<file path="src/rtl/chart_note_sequencer.sv">
// ============================================================================
// Module   : chart_note_sequencer
// Purpose  : Walks a note-chart ROM and emits one spawn event per note once the
//            song time plus the scroll lead reaches the note's hit frame.
// Revision : 1.0
// ============================================================================
`default_nettype none

module chart_note_sequencer #(
    parameter int TIME_W = 16,
    parameter int ADDR_W = 10,
    parameter int LANE_W = 2,
    parameter int LEAD   = 16
) (
    input  logic                      clk,
    input  logic                      reset,
    input  logic                      start,
    input  logic [TIME_W-1:0]         un_time,
    input  logic                      stop_sign,
    output logic [ADDR_W-1:0]         rom_addr,
    input  logic [TIME_W+LANE_W-1:0]  rom_data,
    output logic                      spawn_valid,
    input  logic                      spawn_ready,
    output logic [LANE_W-1:0]         spawn_lane,
    output logic [TIME_W-1:0]         spawn_time,
    output logic                      spawn_late,
    output logic                      busy,
    output logic                      done,
    output logic [ADDR_W:0]           note_count
);

    localparam logic [ADDR_W-1:0] c_ADDR_MAX = '1;
    localparam logic [TIME_W-1:0] c_END_MARK = '1;
    localparam logic [TIME_W:0]   c_LEAD     = (TIME_W+1)'(LEAD);

    typedef enum logic [2:0] {
        S_IDLE  = 3'd0,
        S_FETCH = 3'd1,
        S_CHECK = 3'd2,
        S_SPAWN = 3'd3,
        S_DONE  = 3'd4
    } state_t;

    state_t              r_state;
    logic [ADDR_W-1:0]   r_rom_addr;
    logic                r_spawn_valid;
    logic [LANE_W-1:0]   r_spawn_lane;
    logic [TIME_W-1:0]   r_spawn_time;
    logic                r_spawn_late;
    logic                r_busy;
    logic                r_done;
    logic [ADDR_W:0]     r_note_count;
    logic                r_stop_pend;

    logic [TIME_W-1:0]   w_note_time;
    logic [LANE_W-1:0]   w_note_lane;
    logic [TIME_W:0]     w_due_sum;
    logic                w_due;
    logic                w_end_mark;
    logic                w_late;

    assign w_note_time = rom_data[TIME_W+LANE_W-1:LANE_W];
    assign w_note_lane = rom_data[LANE_W-1:0];
    // One extra bit so that un_time near the top of its range cannot wrap past the note.
    assign w_due_sum   = {1'b0, un_time} + c_LEAD;
    assign w_due       = (w_due_sum >= {1'b0, w_note_time});
    assign w_end_mark  = (w_note_time == c_END_MARK);
    assign w_late      = (un_time > w_note_time);

    always_ff @(posedge clk or posedge reset) begin
        if (reset) begin
            r_state       <= S_IDLE;
            r_rom_addr    <= '0;
            r_spawn_valid <= 1'b0;
            r_spawn_lane  <= '0;
            r_spawn_time  <= '0;
            r_spawn_late  <= 1'b0;
            r_busy        <= 1'b0;
            r_done        <= 1'b0;
            r_note_count  <= '0;
            r_stop_pend   <= 1'b0;
        end else begin
            case (r_state)
                S_IDLE, S_DONE: begin
                    if (start) begin
                        r_state      <= S_FETCH;
                        r_rom_addr   <= '0;
                        r_note_count <= '0;
                        r_busy       <= 1'b1;
                        r_done       <= 1'b0;
                        r_stop_pend  <= 1'b0;
                    end
                end
                S_FETCH: begin
                    if (stop_sign) begin
                        r_state <= S_DONE;
                        r_busy  <= 1'b0;
                        r_done  <= 1'b1;
                    end else begin
                        r_state <= S_CHECK;
                    end
                end
                S_CHECK: begin
                    if (stop_sign || w_end_mark) begin
                        r_state <= S_DONE;
                        r_busy  <= 1'b0;
                        r_done  <= 1'b1;
                    end else if (w_due) begin
                        r_state       <= S_SPAWN;
                        r_spawn_valid <= 1'b1;
                        r_spawn_lane  <= w_note_lane;
                        r_spawn_time  <= w_note_time;
                        r_spawn_late  <= w_late;
                    end
                end
                S_SPAWN: begin
                    // A stop seen while the event is pending is remembered and acted on after the handshake.
                    if (spawn_ready) begin
                        r_spawn_valid <= 1'b0;
                        r_note_count  <= r_note_count + (ADDR_W+1)'(1);
                        r_stop_pend   <= 1'b0;
                        if (r_stop_pend || stop_sign || (r_rom_addr == c_ADDR_MAX)) begin
                            r_state <= S_DONE;
                            r_busy  <= 1'b0;
                            r_done  <= 1'b1;
                        end else begin
                            r_state    <= S_FETCH;
                            r_rom_addr <= r_rom_addr + ADDR_W'(1);
                        end
                    end else if (stop_sign) begin
                        r_stop_pend <= 1'b1;
                    end
                end
                default: begin
                    r_state       <= S_IDLE;
                    r_spawn_valid <= 1'b0;
                    r_busy        <= 1'b0;
                    r_done        <= 1'b0;
                end
            endcase
        end
    end

    assign rom_addr    = r_rom_addr;
    assign spawn_valid = r_spawn_valid;
    assign spawn_lane  = r_spawn_lane;
    assign spawn_time  = r_spawn_time;
    assign spawn_late  = r_spawn_late;
    assign busy        = r_busy;
    assign done        = r_done;
    assign note_count  = r_note_count;

endmodule

`default_nettype wire
</file>
<file path="config.mk">
export PLATFORM = sky130hd
export DESIGN_NAME = chart_note_sequencer
export DESIGN_NICKNAME = d
export VERILOG_FILES = /design/src/rtl/chart_note_sequencer.sv
export SDC_FILE = /design/constraint.sdc
export NUM_CORES = 1
export LEC_CHECK = 0
export BUFFER_PORTS_ARGS = -buffer_cell sky130_fd_sc_hd__buf_2
export CAP_MARGIN = 20
export CORE_MARGIN = 10
export CORE_UTILIZATION = 50
export DETAILED_ROUTE_END_ITERATION = 7
export PLACE_DENSITY_LB_ADDON = 0.15
export REMOVE_ABC_BUFFERS = 1
export SLEW_MARGIN = 20
export SYNTH_ARGS = -nofsm -noshare
export SYNTH_HDL_FRONTEND = slang
export SYNTH_SLANG_ARGS = --single-unit
</file>
<file path="constraint.sdc">
create_clock -name clk -period 4.1 [get_ports clk]
set_input_delay 0.205 -clock clk [delete_from_list [all_inputs] [get_ports clk]]
set_output_delay 0.205 -clock clk [all_outputs]
set_load 0.1 [all_outputs]
</file>
==> impl_metrics.csv <==
group,metric,value,unit
drt,drc_errors,0,
worst_setup_path,r2r_cells,5,
drt,via_count,2750,
synth,synth_cell_types,54,
synth,synth_area_leaders,"dfrtp_1 38%, ha_1 12%, mux2_1 6.8%",
synth,synthSimpleGateAreaFrac,19.40,%
synth,syn_area_per_cell,9.498,sq um
sta,finalWorstSetupSlack,1.242,ns
synth,synth_largest_area_cell,"dfrtp_1",
clock_network,path_clk_slew,0.08,ns
worst_setup_path,reg2reg_from,"r_state[1]$_DFFE_PP0P_",
synth,synthAdderAreaFrac,12.38,%
clock_network,cts_resized,0,
worst_hold_path,hp-class,"in -> async",
synth,synthFlopType,"dfrtp_1",
worst_setup_path,critical_path_required,4.29,ns
drt,wire_per_inst,16.05,um
synth,syn_inst,330,
worst_setup_path,critical_path_arrival,3.05,ns
clock_network,clk_latency,0.31,ns
clock_network,cts_buffers,5,
final_layout,finalNetCount,480,
place,placed_cells_incl_taps,478,
worst_setup_path,max_stage_delay,0.42,ns
synth,synth-seq-area-share,37.52,%
floorplan,dieArea,0.009836,sq mm
grt,grt_pass1_vias,2783,
worst_setup_path,r2r_setup_slack,1.50,ns
place,place_congestion,0.8390,
worst_setup_path,cp_top_family,"simple AND/OR/NAND/NOR gates",
power_and_ir_drop,vdd_drop_max,0.7325,mV
final_layout,area_growth,17.92,%
place,port_buffers,81,
sta,worst_pin_slew,0.9645,ns
worst_setup_path,slowest_stage,"or4_1",
synth,yosys-top-cells-count,"47 x dfrtp_1, 31 x ha_1, 30 x nand2_1",
worst_setup_path,worst_path_most_repeated_cell,"ha_1",
worst_setup_path,r2r_end,"note_count[10]$_DFFE_PP0P_",
synth,syn_area,0.003134,sq mm
synth,ys_warn_count,0,
worst_setup_path,end_kind,"flip-flop",
grt,antenna_found_initial,0,
synth,synthXorXnorAreaFrac,5.309,%
final_layout,fin_cells,485,
clock_network,h-tree-depth,2,
sta,slew_headroom,35.61,%
synth,yosysMostFrequentCell,"dfrtp_1",
place,place_ws,0.9328,ns
synth,yosysTopAreaCellShare,37.52,%
floorplan,pin_count,82,
power_and_ir_drop,power.leakage,1.868,nW
synth,synth_edf_count,0,
final_layout,post-route-cell-area,0.003696,sq mm
synth,synth_compound_area_share,13.17,%
grt,grt_max_degree,48,
synth,synth_mux_area_share,7.146,%
grt,grt-ovfl-total,0,
floorplan,core_area,0.005991,sq mm
outcome,outcome,"complete, no violations",
drt,first_pass_iters,4,
floorplan,fp.dieH,99.18,um
synth,synthArstFlopShare,100.0,%
place,hpwl,6202,um
worst_setup_path,crit_path_start_kind,"primary input",
job,cap_viol_max_count,0,
clock_network,cts_setup_buffers,0,
clock_network,clkSinkCount,47,
final_layout,drive_gt1_share,23.90,%
drt,via_per_inst,5.670,
floorplan,chipWidth,99.18,um
final_layout,n_antenna_cell,0,
sta,tns,0,ns
worst_setup_path,crit_fanout,15,
drt,routed_wl,7782,um
clock_network,clockRootBuffer,"clkbuf_8",
power_and_ir_drop,p_per_area,648.7,mW/mm^2
clock_network,ctsHoldBuffers,0,
clock_network,cts_tree,"built",
drt,drt_iter0_drc,80,
sta,hold_viol,0,
drt,ant_nets,0,
grt,grt_pass1_wl,13010,um
worst_setup_path,crit_type,"in -> reg",
place,placedInstanceArea,0.003593,sq mm
sta,rsz0062_at_grt,"no",
sta,maxSlewViolCount,0,
synth,synth_top_family_by_area,"simple AND/OR/NAND/NOR gates",
floorplan,num_rows,28,
clock_network,clk_path_buf_depth,2,
grt,grt_use_total,15.64,%
worst_setup_path,crit_cells,13,
worst_setup_path,endpoint,"spawn_time[4]$_DFFE_PP0P_",
synth,ys_seq_elements,47,
sta,fin_crit_sh,69.70,%
sta,setup_viol,0,
worst_setup_path,cp_num_buf_inv,3,
sta,min_period,2.858,ns
sta,skew,0.007001,ns
sta,max_freq,350.0,MHz
worst_setup_path,crit_start,"un_time[4]",
worst_setup_path,path_cells,"buf_2 -> ha_1 -> inv_1 -> nor2_1 -> nand3_1 -> xnor2_1 -> ha_1 -> and4_1 -> nand2_1 -> or4_1 -> o22ai_2 -> buf_4 -> mux2_1",
floorplan,start_util,52.32,%
## registers in the layout, summed over array words and instances (netlist names)
register,cells
busy,1
done,1
note_count,11
r_state,3
r_stop_pend,1
rom_addr,10
spawn_lane,2
spawn_late,1
spawn_time,16
spawn_valid,1
## area by class of cell
cell class | instances | area, sq um
timing repair buffer | 82 | 412.9
fill | 506 | 2295
inverter | 28 | 105.1
sequential | 47 | 1176
clock buffer | 6 | 72.57
multi-input combinational | 246 | 1805
tap | 75 | 93.84
clock inverter | 1 | 30.03
## cell usage in the layout, fill, tap and decap left out, types with 3 or more instances in the layout
| cell | n |
|---|---|
| a211oi_1 | 5 |
| a21o_1 | 4 |
| a21oi_1 | 20 |
| and3_1 | 3 |
| buf_2 | 81 |
| clkbuf_8 | 5 |
| dfrtp_1 | 47 |
| ha_1 | 31 |
| inv_1 | 26 |
| mux2_1 | 19 |
| nand2_1 | 30 |
| nand3_1 | 13 |
| nand4_1 | 12 |
| nand4b_1 | 3 |
| nor2_1 | 23 |
| nor3_1 | 4 |
| nor4_1 | 5 |
| o21ai_0 | 13 |
| or3_1 | 7 |
| xnor2_1 | 11 |
| xor2_1 | 8 |
## worst min-delay path by stage
stage                startpoint  depth (start not counted)                        end
floorplan           rom_data[0]                          1  spawn_lane[0]$_DFFE_PP0P_
global placement    rom_data[1]                          2  spawn_lane[1]$_DFFE_PP0P_
detailed placement  rom_data[0]                          2  spawn_lane[0]$_DFFE_PP0P_
CTS                 rom_data[0]                          2  spawn_lane[0]$_DFFE_PP0P_
global route        rom_data[0]                          2  spawn_lane[0]$_DFFE_PP0P_
finish                    reset                          2  spawn_lane[0]$_DFFE_PP0P_
## per-stage QoR
step / hold WS (ns) / util, % / total power [mW]
6_report: 0.1123 / 61.70 / 2.398
5_1_grt: 0.1010 / 61.70 / 2.516
4_1_cts: 0.1040 / 61.70 / 2.410
3_5_place_dp: 0.4316 / 59.98 / 2.079
3_3_place_gp: 0.4224 / 59.98 / 2.065
2_1_floorplan: 0.3398 / - / 1.810
## kinds of logic (layout without fill, tap and decap cells)
| family | Yosys count | in the layout |
|---|---|---|
| AOI/OAI and AO/OA | 62 | 62 |
| xor gates and xnor gates | 19 | 19 |
| adders and majority gates | 31 | 31 |
| buffers and inverters | 37 | 117 |
| DFF | 47 | 47 |
| muxes | 20 | 20 |
| and+or+nand+nor | 114 | 114 |
## report_power, final
part / internal [mW] / switching [mW]
Clock: 0.179 / 0.151
Sequential: 0.590 / 0.117
Combinational: 0.256 / 1.10
## layer usage
| metal | part of all wire (%) | routed length (um) | up-vias | global-route usage (%) |
|---|---|---|---|---|
| met5 | 0 | 0 | - | 0 |
| met4 | 1.5 | 114 | 0 | 4.631 |
| met3 | 8.2 | 642 | 12 | 6.574 |
| met2 | 42 | 3307 | 74 | 23.10 |
| met1 | 48 | 3717 | 1307 | 20.32 |
| li1 | - | - | 1357 | - |
Power figures use the tool's default switching activity.
